==> src/rtl/multicycle_control_unit_if.sv <==
// Signal bundle between the multicycle control unit, the cache handshakes and
// the datapath. The control unit uses the master view; the environment (memory
// interface, datapath, testbench) uses the slave view.
interface multicycle_control_unit_if;
    logic [31:0] instr;
    logic        ihit;
    logic        dhit;
    logic        zero;
    logic        link_inv;

    logic        iREN;
    logic        dREN;
    logic        dWEN;
    logic        pc_wen;
    logic [1:0]  pc_src;
    logic        regwr;
    logic [1:0]  regdst;
    logic [1:0]  memtoreg;
    logic [1:0]  alu_src;
    logic [3:0]  alu_op;
    logic        extop;
    logic [4:0]  rs;
    logic [4:0]  rt;
    logic [4:0]  rd;
    logic [4:0]  shamt;
    logic [15:0] imm16;
    logic [31:0] sc_result;
    logic        halt;
    logic [2:0]  state_o;

    modport master (
        input  instr, ihit, dhit, zero, link_inv,
        output iREN, dREN, dWEN, pc_wen, pc_src, regwr, regdst, memtoreg,
               alu_src, alu_op, extop, rs, rt, rd, shamt, imm16, sc_result,
               halt, state_o
    );

    modport slave (
        output instr, ihit, dhit, zero, link_inv,
        input  iREN, dREN, dWEN, pc_wen, pc_src, regwr, regdst, memtoreg,
               alu_src, alu_op, extop, rs, rt, rd, shamt, imm16, sc_result,
               halt, state_o
    );
endinterface

==> src/rtl/multicycle_control_unit.sv <==
// Multicycle MIPS sequencing controller. Latches the instruction on an icache
// hit, walks it through DECODE/EXEC/MEM/WB, and drives per-state datapath
// enables. Carries an LL/SC link flag that snoops can invalidate.
//
//   state  | meaning
//   -------+----------------------------------------------------------
//   FETCH  | iREN high, wait for ihit, capture instruction word
//   DECODE | one idle cycle; route halt / illegal / normal
//   EXEC   | branches and jumps retire here; SC link check
//   MEM    | hold dREN/dWEN until dhit; SW retires here
//   WB     | single regwr pulse plus PC update
//   HALT   | everything off; only reset leaves
module multicycle_control_unit #(
    parameter bit LLSC_EN         = 1'b1,
    parameter bit HALT_ON_ILLEGAL = 1'b1
) (
    input  logic                      CLK,
    input  logic                      nRST,
    multicycle_control_unit_if.master bus
);

    typedef enum logic [2:0] {
        S_FETCH  = 3'd0,
        S_DECODE = 3'd1,
        S_EXEC   = 3'd2,
        S_MEM    = 3'd3,
        S_WB     = 3'd4,
        S_HALT   = 3'd5
    } state_t;

    typedef enum logic [3:0] {
        ALU_SLL  = 4'd0,
        ALU_SRL  = 4'd1,
        ALU_ADD  = 4'd2,
        ALU_SUB  = 4'd3,
        ALU_AND  = 4'd4,
        ALU_OR   = 4'd5,
        ALU_XOR  = 4'd6,
        ALU_NOR  = 4'd7,
        ALU_SLT  = 4'd8,
        ALU_SLTU = 4'd9
    } aluop_t;

    localparam logic [5:0] OP_RTYPE = 6'h00;
    localparam logic [5:0] OP_J     = 6'h02;
    localparam logic [5:0] OP_JAL   = 6'h03;
    localparam logic [5:0] OP_BEQ   = 6'h04;
    localparam logic [5:0] OP_BNE   = 6'h05;
    localparam logic [5:0] OP_ADDI  = 6'h08;
    localparam logic [5:0] OP_ADDIU = 6'h09;
    localparam logic [5:0] OP_SLTI  = 6'h0A;
    localparam logic [5:0] OP_SLTIU = 6'h0B;
    localparam logic [5:0] OP_ANDI  = 6'h0C;
    localparam logic [5:0] OP_ORI   = 6'h0D;
    localparam logic [5:0] OP_XORI  = 6'h0E;
    localparam logic [5:0] OP_LUI   = 6'h0F;
    localparam logic [5:0] OP_LW    = 6'h23;
    localparam logic [5:0] OP_SW    = 6'h2B;
    localparam logic [5:0] OP_LL    = 6'h30;
    localparam logic [5:0] OP_SC    = 6'h38;
    localparam logic [5:0] OP_HALT  = 6'h3F;

    localparam logic [5:0] FN_SLL  = 6'h00;
    localparam logic [5:0] FN_SRL  = 6'h02;
    localparam logic [5:0] FN_JR   = 6'h08;
    localparam logic [5:0] FN_ADD  = 6'h20;
    localparam logic [5:0] FN_ADDU = 6'h21;
    localparam logic [5:0] FN_SUB  = 6'h22;
    localparam logic [5:0] FN_SUBU = 6'h23;
    localparam logic [5:0] FN_AND  = 6'h24;
    localparam logic [5:0] FN_OR   = 6'h25;
    localparam logic [5:0] FN_XOR  = 6'h26;
    localparam logic [5:0] FN_NOR  = 6'h27;
    localparam logic [5:0] FN_SLT  = 6'h2A;
    localparam logic [5:0] FN_SLTU = 6'h2B;

    state_t      state_q, state_d;
    logic [31:0] ir_q, ir_d;
    logic        link_q, link_d;
    logic        sc_ok_q, sc_ok_d;

    logic [5:0]  op;
    logic [5:0]  funct;

    logic        is_j, is_jal, is_jr, is_beq, is_bne;
    logic        is_lw, is_sw, is_ll, is_sc, is_halt, is_illegal;
    aluop_t      alu_op_dec;
    logic [1:0]  alu_src_dec;
    logic [1:0]  regdst_dec;
    logic [1:0]  memtoreg_dec;
    logic        extop_dec;

    logic        iren, dren, dwen, pc_wen, regwr;
    logic [1:0]  pc_src;

    assign op    = ir_q[31:26];
    assign funct = ir_q[5:0];

    // Static decode of the latched instruction (matches the single-cycle tables).
    always_comb begin
        is_j         = 1'b0;
        is_jal       = 1'b0;
        is_jr        = 1'b0;
        is_beq       = 1'b0;
        is_bne       = 1'b0;
        is_lw        = 1'b0;
        is_sw        = 1'b0;
        is_ll        = 1'b0;
        is_sc        = 1'b0;
        is_halt      = 1'b0;
        is_illegal   = 1'b0;
        alu_op_dec   = ALU_ADD;
        alu_src_dec  = 2'd0;
        regdst_dec   = 2'd0;
        extop_dec    = 1'b0;
        case (op)
            OP_RTYPE: begin
                case (funct)
                    FN_SLL:           alu_op_dec = ALU_SLL;
                    FN_SRL:           alu_op_dec = ALU_SRL;
                    FN_JR:            is_jr      = 1'b1;
                    FN_ADD, FN_ADDU:  alu_op_dec = ALU_ADD;
                    FN_SUB, FN_SUBU:  alu_op_dec = ALU_SUB;
                    FN_AND:           alu_op_dec = ALU_AND;
                    FN_OR:            alu_op_dec = ALU_OR;
                    FN_XOR:           alu_op_dec = ALU_XOR;
                    FN_NOR:           alu_op_dec = ALU_NOR;
                    FN_SLT:           alu_op_dec = ALU_SLT;
                    FN_SLTU:          alu_op_dec = ALU_SLTU;
                    default:          is_illegal = 1'b1;
                endcase
            end
            OP_J:   is_j = 1'b1;
            OP_JAL: begin
                is_jal     = 1'b1;
                regdst_dec = 2'd2;
            end
            OP_BEQ, OP_BNE: begin
                is_beq     = (op == OP_BEQ);
                is_bne     = (op == OP_BNE);
                alu_op_dec = ALU_SUB;
                extop_dec  = 1'b1;
            end
            OP_ADDI, OP_ADDIU: begin
                regdst_dec  = 2'd1;
                alu_src_dec = 2'd1;
                extop_dec   = 1'b1;
                alu_op_dec  = ALU_ADD;
            end
            OP_SLTI, OP_SLTIU: begin
                regdst_dec  = 2'd1;
                alu_src_dec = 2'd1;
                extop_dec   = 1'b1;
                alu_op_dec  = (op == OP_SLTI) ? ALU_SLT : ALU_SLTU;
            end
            OP_ANDI: begin
                regdst_dec  = 2'd1;
                alu_src_dec = 2'd1;
                alu_op_dec  = ALU_AND;
            end
            OP_ORI: begin
                regdst_dec  = 2'd1;
                alu_src_dec = 2'd1;
                alu_op_dec  = ALU_OR;
            end
            OP_XORI: begin
                regdst_dec  = 2'd1;
                alu_src_dec = 2'd1;
                alu_op_dec  = ALU_XOR;
            end
            OP_LUI: begin
                // rs is $0 for LUI, so OR passes the shifted immediate through
                regdst_dec  = 2'd1;
                alu_src_dec = 2'd2;
                alu_op_dec  = ALU_OR;
            end
            OP_LW, OP_SW: begin
                is_lw       = (op == OP_LW);
                is_sw       = (op == OP_SW);
                regdst_dec  = 2'd1;
                alu_src_dec = 2'd1;
                extop_dec   = 1'b1;
                alu_op_dec  = ALU_ADD;
            end
            OP_LL, OP_SC: begin
                if (LLSC_EN) begin
                    is_ll       = (op == OP_LL);
                    is_sc       = (op == OP_SC);
                    regdst_dec  = 2'd1;
                    alu_src_dec = 2'd1;
                    extop_dec   = 1'b1;
                    alu_op_dec  = ALU_ADD;
                end else begin
                    is_illegal = 1'b1;
                end
            end
            OP_HALT: is_halt = 1'b1;
            default: is_illegal = 1'b1;
        endcase

        if (is_lw || is_ll) begin
            memtoreg_dec = 2'd1;
        end else if (is_jal) begin
            memtoreg_dec = 2'd2;
        end else if (is_sc) begin
            memtoreg_dec = 2'd3;
        end else begin
            memtoreg_dec = 2'd0;
        end
    end

    // Next-state, enables, IR capture, link flag and SC result.
    always_comb begin
        state_d = state_q;
        ir_d    = ir_q;
        link_d  = link_q;
        sc_ok_d = sc_ok_q;
        iren    = 1'b0;
        dren    = 1'b0;
        dwen    = 1'b0;
        pc_wen  = 1'b0;
        pc_src  = 2'd0;
        regwr   = 1'b0;

        // Snoop invalidate; an LL completing this cycle overrides it below.
        if (bus.link_inv) begin
            link_d = 1'b0;
        end

        case (state_q)
            S_FETCH: begin
                iren = 1'b1;
                if (bus.ihit) begin
                    ir_d    = bus.instr;
                    state_d = S_DECODE;
                end
            end
            S_DECODE: begin
                if (is_halt) begin
                    state_d = S_HALT;
                end else if (is_illegal) begin
                    if (HALT_ON_ILLEGAL) begin
                        state_d = S_HALT;
                    end else begin
                        pc_wen  = 1'b1;
                        state_d = S_FETCH;
                    end
                end else begin
                    state_d = S_EXEC;
                end
            end
            S_EXEC: begin
                if (is_beq || is_bne) begin
                    pc_wen  = 1'b1;
                    pc_src  = (bus.zero ^ is_bne) ? 2'd1 : 2'd0;
                    state_d = S_FETCH;
                end else if (is_j) begin
                    pc_wen  = 1'b1;
                    pc_src  = 2'd2;
                    state_d = S_FETCH;
                end else if (is_jr) begin
                    pc_wen  = 1'b1;
                    pc_src  = 2'd3;
                    state_d = S_FETCH;
                end else if (is_lw || is_sw || is_ll) begin
                    state_d = S_MEM;
                end else if (is_sc) begin
                    if (link_q && !bus.link_inv) begin
                        state_d = S_MEM;
                    end else begin
                        sc_ok_d = 1'b0;
                        link_d  = 1'b0;
                        state_d = S_WB;
                    end
                end else begin
                    state_d = S_WB;
                end
            end
            S_MEM: begin
                dren = is_lw || is_ll;
                dwen = is_sw || is_sc;
                if (bus.dhit) begin
                    if (is_ll) begin
                        link_d = 1'b1;
                    end
                    if (is_sc) begin
                        sc_ok_d = 1'b1;
                        link_d  = 1'b0;
                    end
                    if (is_sw) begin
                        pc_wen  = 1'b1;
                        state_d = S_FETCH;
                    end else begin
                        state_d = S_WB;
                    end
                end
            end
            S_WB: begin
                regwr   = 1'b1;
                pc_wen  = 1'b1;
                pc_src  = is_jal ? 2'd2 : 2'd0;
                state_d = S_FETCH;
            end
            S_HALT: begin
                state_d = S_HALT;
            end
            default: begin
                state_d = S_FETCH;
            end
        endcase
    end

    // Controller state registers with asynchronous active-low reset.
    always_ff @(posedge CLK or negedge nRST) begin
        if (!nRST) begin
            state_q <= S_FETCH;
            ir_q    <= '0;
            link_q  <= 1'b0;
            sc_ok_q <= 1'b0;
        end else begin
            state_q <= state_d;
            ir_q    <= ir_d;
            link_q  <= link_d;
            sc_ok_q <= sc_ok_d;
        end
    end

    assign bus.iREN      = iren;
    assign bus.dREN      = dren;
    assign bus.dWEN      = dwen;
    assign bus.pc_wen    = pc_wen;
    assign bus.pc_src    = pc_src;
    assign bus.regwr     = regwr;
    assign bus.regdst    = regdst_dec;
    assign bus.memtoreg  = memtoreg_dec;
    assign bus.alu_src   = alu_src_dec;
    assign bus.alu_op    = alu_op_dec;
    assign bus.extop     = extop_dec;
    assign bus.rs        = ir_q[25:21];
    assign bus.rt        = ir_q[20:16];
    assign bus.rd        = ir_q[15:11];
    assign bus.shamt     = ir_q[10:6];
    assign bus.imm16     = ir_q[15:0];
    assign bus.sc_result = {31'd0, sc_ok_q};
    assign bus.halt      = (state_q == S_HALT);
    assign bus.state_o   = state_q;

endmodule

==> src/flat_wrapper.sv <==
// flat-port wrapper written by rule: the top's interface ports become plain ports
module multicycle_control_unit_flat 
#(
    parameter bit LLSC_EN         = 1'b1,
    parameter bit HALT_ON_ILLEGAL = 1'b1
)
  (CLK, nRST, bus_instr, bus_ihit, bus_dhit, bus_zero, bus_link_inv, bus_iREN, bus_dREN, bus_dWEN, bus_pc_wen, bus_pc_src, bus_regwr, bus_regdst, bus_memtoreg, bus_alu_src, bus_alu_op, bus_extop, bus_rs, bus_rt, bus_rd, bus_shamt, bus_imm16, bus_sc_result, bus_halt, bus_state_o);
  multicycle_control_unit_if bus_i ();
  input  logic CLK;
  input  logic nRST;
  input wire logic [$bits(bus_i.instr)-1:0] bus_instr;
  input wire logic [$bits(bus_i.ihit)-1:0] bus_ihit;
  input wire logic [$bits(bus_i.dhit)-1:0] bus_dhit;
  input wire logic [$bits(bus_i.zero)-1:0] bus_zero;
  input wire logic [$bits(bus_i.link_inv)-1:0] bus_link_inv;
  output wire logic [$bits(bus_i.iREN)-1:0] bus_iREN;
  output wire logic [$bits(bus_i.dREN)-1:0] bus_dREN;
  output wire logic [$bits(bus_i.dWEN)-1:0] bus_dWEN;
  output wire logic [$bits(bus_i.pc_wen)-1:0] bus_pc_wen;
  output wire logic [$bits(bus_i.pc_src)-1:0] bus_pc_src;
  output wire logic [$bits(bus_i.regwr)-1:0] bus_regwr;
  output wire logic [$bits(bus_i.regdst)-1:0] bus_regdst;
  output wire logic [$bits(bus_i.memtoreg)-1:0] bus_memtoreg;
  output wire logic [$bits(bus_i.alu_src)-1:0] bus_alu_src;
  output wire logic [$bits(bus_i.alu_op)-1:0] bus_alu_op;
  output wire logic [$bits(bus_i.extop)-1:0] bus_extop;
  output wire logic [$bits(bus_i.rs)-1:0] bus_rs;
  output wire logic [$bits(bus_i.rt)-1:0] bus_rt;
  output wire logic [$bits(bus_i.rd)-1:0] bus_rd;
  output wire logic [$bits(bus_i.shamt)-1:0] bus_shamt;
  output wire logic [$bits(bus_i.imm16)-1:0] bus_imm16;
  output wire logic [$bits(bus_i.sc_result)-1:0] bus_sc_result;
  output wire logic [$bits(bus_i.halt)-1:0] bus_halt;
  output wire logic [$bits(bus_i.state_o)-1:0] bus_state_o;
  assign bus_i.instr = bus_instr;
  assign bus_i.ihit = bus_ihit;
  assign bus_i.dhit = bus_dhit;
  assign bus_i.zero = bus_zero;
  assign bus_i.link_inv = bus_link_inv;
  assign bus_iREN = bus_i.iREN;
  assign bus_dREN = bus_i.dREN;
  assign bus_dWEN = bus_i.dWEN;
  assign bus_pc_wen = bus_i.pc_wen;
  assign bus_pc_src = bus_i.pc_src;
  assign bus_regwr = bus_i.regwr;
  assign bus_regdst = bus_i.regdst;
  assign bus_memtoreg = bus_i.memtoreg;
  assign bus_alu_src = bus_i.alu_src;
  assign bus_alu_op = bus_i.alu_op;
  assign bus_extop = bus_i.extop;
  assign bus_rs = bus_i.rs;
  assign bus_rt = bus_i.rt;
  assign bus_rd = bus_i.rd;
  assign bus_shamt = bus_i.shamt;
  assign bus_imm16 = bus_i.imm16;
  assign bus_sc_result = bus_i.sc_result;
  assign bus_halt = bus_i.halt;
  assign bus_state_o = bus_i.state_o;
  multicycle_control_unit #(.LLSC_EN(LLSC_EN), .HALT_ON_ILLEGAL(HALT_ON_ILLEGAL)) u_core (.CLK(CLK), .nRST(nRST), .bus(bus_i));
endmodule
==> config.mk <==
export PLATFORM = sky130hd
export DESIGN_NAME = multicycle_control_unit_flat
export DESIGN_NICKNAME = d
export VERILOG_FILES = /design/src/rtl/multicycle_control_unit_if.sv /design/src/rtl/multicycle_control_unit.sv /design/src/flat_wrapper.sv
export SDC_FILE = /design/constraint.sdc
export NUM_CORES = 1
export LEC_CHECK = 0
export CORE_ASPECT_RATIO = 1.4
export CORE_MARGIN = 5
export CORE_UTILIZATION = 44
export DETAILED_ROUTE_END_ITERATION = 10
export HOLD_SLACK_MARGIN = 0.12
export PLACE_DENSITY = 0.94
export SYNTH_ARGS = -nofsm -noshare
export SYNTH_HDL_FRONTEND = slang
export SYNTH_SLANG_ARGS = --single-unit
==> constraint.sdc <==
create_clock -name CLK -period 4.35 [get_ports CLK]
set_input_delay 0.87 -clock CLK [delete_from_list [all_inputs] [get_ports CLK]]
set_output_delay 0.87 -clock CLK [all_outputs]
set_load 0.01 [all_outputs]
==> results.json <==
{
  "status": "completed",
  "period_share": 0.812,
  "die_h_um": 99.3,
  "wirelength_mm": 5.68,
  "ant_nets": 0,
  "tns_ps": 0,
  "setup_viol": 0,
  "synth_area_sq_mm": 0.00250,
  "fp.coreArea_sq_mm": 0.00553,
  "avgRoutedWirePerCell_um": 14.7,
  "vias": 1959,
  "clockRootBuffer": "clkbuf_8",
  "rsz0062_at_grt": "no",
  "avgViaCountPerCell": 5.06,
  "slew_headroom": 0.450,
  "dieArea_sq_mm": 0.00732,
  "clkPwrFrac": 0.374,
  "max_freq_mhz": 283,
  "dp.cells": 379,
  "place_congestion": 0.916,
  "comb_power_share": 0.083,
  "switching_share": 0.234,
  "numCtsBuffers": 5,
  "synth-async-reset-ratio": 1.00,
  "cpPeakStageDelay_ps": 580,
  "power_density_mw_per_mm2": 198,
  "worstSetupEndpointType": "output pin",
  "rows": 32,
  "antenna_found_initial": 0,
  "maxSlewViolCount": 0,
  "crit_family": "simple AND/OR/NAND/NOR gates",
  "cap_violations": 0,
  "cp.required_ps": 3480,
  "fin_nets": 356,
  "synth_flop_cell": "dfrtp_1",
  "fin_worst_skew_ps": 8.96,
  "grt_max_degree": 38,
  "final_area_sq_mm": 0.00319,
  "p_leak_uw": 0.00139,
  "crit_type": "reg2out",
  "grt_pass1_wl_mm": 9.10,
  "yosysWarnings": 0,
  "placed_cell_area_sq_mm": 0.00310,
  "hold_buffers": 0,
  "cts_tree": "built",
  "ys_ff_latch": 37,
  "drive_gt1_frac": 0.125,
  "crit_chain": "or3b_1 -> nor4_1 -> mux2i_1 -> o22a_1 -> nor3_1 -> clkdlybuf4s50_1",
  "drc_errors": 0,
  "n_antenna_cell": 0,
  "syn_area_per_cell_sq_um": 9.45,
  "cts.clk_slew.worst_paths_ps": 80,
  "worst-r2r-setup-slack_ps": 2430,
  "hold_viol_final": 0,
  "htreeDepth": 2,
  "switching_power_uw": 148,
  "clock_sinks": 37,
  "synth_edf_count": 0,
  "hold_path.class": "reg2reg",
  "post-cts-setup-buffers": 0,
  "die_x_um": 73.8,
  "numPortBuffers": 96,
  "p_total_uw": 633,
  "gr-usage-all-layers": 0.155,
  "crit_path_top_delay_cell": "clkdlybuf4s50_1",
  "initial_core_util": 0.453,
  "ir_drop_mv": 0.180,
  "worst-path-buf-inv": 1,
  "ys_seq_area_frac": 0.370,
  "grt-ovfl-total": 0,
  "start_kind": "register",
  "cp_max_fo": 7,
  "crit_arrival_ps": 2660,
  "intPower_uw": 485,
  "insertion_delay_ps": 290,
  "seq_power_share": 0.543,
  "cts.repair.resized": 0,
  "first_iter_violations": 196,
  "ys_types": 39,
  "fin_cells": 387,
  "synthCells": 265,
  "area_growth_pct": 27.5,
  "drtPass1Iterations": 4,
  "ios": 128,
  "tightestPinTransition_ps": 826,
  "dp_hpwl_mm": 4.45,
  "grt_pass1_vias": 1946,
  "min_period_ps": 3530,
  "clock_path_buffers": 2
}
[kinds of logic (layout without fill, tap and decap cells)]
kind of cell,count (synthesis),after routing,share of synthesized area
simple gates,65,65,0.144
other cells,1,31,0.00150
mux,30,30,0.134
buf+inv,88,112,0.236
compound gates,44,44,0.115
flops,37,37,0.370
[flip-flops by register name, summed over array words and instances, names as in the netlist]
register            cells
u_core.sc_ok_q          1
u_core.ir_q            32
u_core.link_q           1
u_core.bus.state_o      3
[placed cells by master (no fill, tap or decap), drive strengths merged, types with 3 or more instances in the layout]
| master | netlist | final |
|---|---|---|
| clkbuf | 9 | 5 |
| clkinvlp | 0 | 3 |
| o31ai | 6 | 6 |
| nand2b | 7 | 7 |
| a31oi | 3 | 3 |
| or3 | 3 | 3 |
| nor4 | 3 | 3 |
| conb | 1 | 31 |
| nand3 | 5 | 5 |
| nor4b | 3 | 3 |
| a21oi | 8 | 8 |
| nor2 | 8 | 8 |
| and2 | 4 | 4 |
| dfrtp | 37 | 37 |
| nand2 | 13 | 13 |
| nor2b | 5 | 5 |
| o21ai | 14 | 14 |
| mux2 | 28 | 28 |
| clkdlybuf4s50 | 0 | 95 |
| nor3 | 6 | 6 |
| inv | 7 | 7 |
[final cells by class]
type	count	area, sq um
Timing Repair Buffer	97	963
Clock inverter	3	22.5
Tap cell	68	85.1
Sequential cell	37	926
Inverter	7	26.3
Fill cell	515	2330
Clock buffer	5	68.8
Multi-Input combinational cell	170	1100
[Yosys cell counts (2+ instances only)]
cell type	n	area [sq um]
o32ai_1	2	17.5
nand2_1	13	48.8
nand3_1	5	25.0
buf_4	68	510
nand2b_1	7	43.8
dfrtp_1	37	926
nor3b_1	2	15.0
a32oi_1	2	17.5
a31oi_1	3	18.8
mux2_2	28	315
o31ai_1	6	45.0
nor3_1	6	30.0
nor2_1	8	30.0
inv_1	7	26.3
a21oi_1	8	40.0
and2_1	3	18.8
or3b_1	2	17.5
or3_1	3	18.8
clkbuf_1	9	33.8
nor2b_1	5	31.3
nor4b_1	3	26.3
buf_2	4	20.0
o21ai_0	14	70.1
nor4_1	3	18.8
mux2i_1	2	20.0
and3b_1	2	17.5
[per-stage QoR]
step	worst slack, ps	util	hold WS, ps
floorplan	1810	-	471
detailed placement	1130	0.561	496
global route	685	0.578	528
finish	818	0.578	509
CTS	867	0.578	516
global placement	1140	0.561	489
[worst paths after layout]
path | startpoint | to | cells after the start
max | u_core.ir_q[0] | bus_pc_src[0] | 6
min | u_core.ir_q[21] | u_core.ir_q[21] | 1
max reg2reg | u_core.ir_q[0] | u_core.bus.state_o[0] | 5
min reg2reg | u_core.ir_q[21] | u_core.ir_q[21] | 1
max in group asynchronous | nRST | u_core.ir_q[6] | 1
min in group asynchronous | nRST | u_core.ir_q[15] | 1
[power groups by stage]
stage	sequential (uW)	clock, uW	combinational (uW)
after detailed placement	350	0	52.6
after global placement	350	0	51.8
after floorplan	351	0	33.3
after global routing	344	264	58.3
final	344	237	52.8
after CTS	344	253	52.9
[metal layers]
layer / wire length [um] / GRT usage / share of wire / up-vias
met2: 2890 / 0.274 / 0.51 / 114
met5: 0 / 0 / 0 / -
met1: 1980 / 0.167 / 0.35 / 909
li1: - / - / - / 928
met3: 736 / 0.0586 / 0.13 / 8
met4: 72 / 0.0446 / 0.013 / 0
No activity file was read; power rests on OpenSTA's default activity.
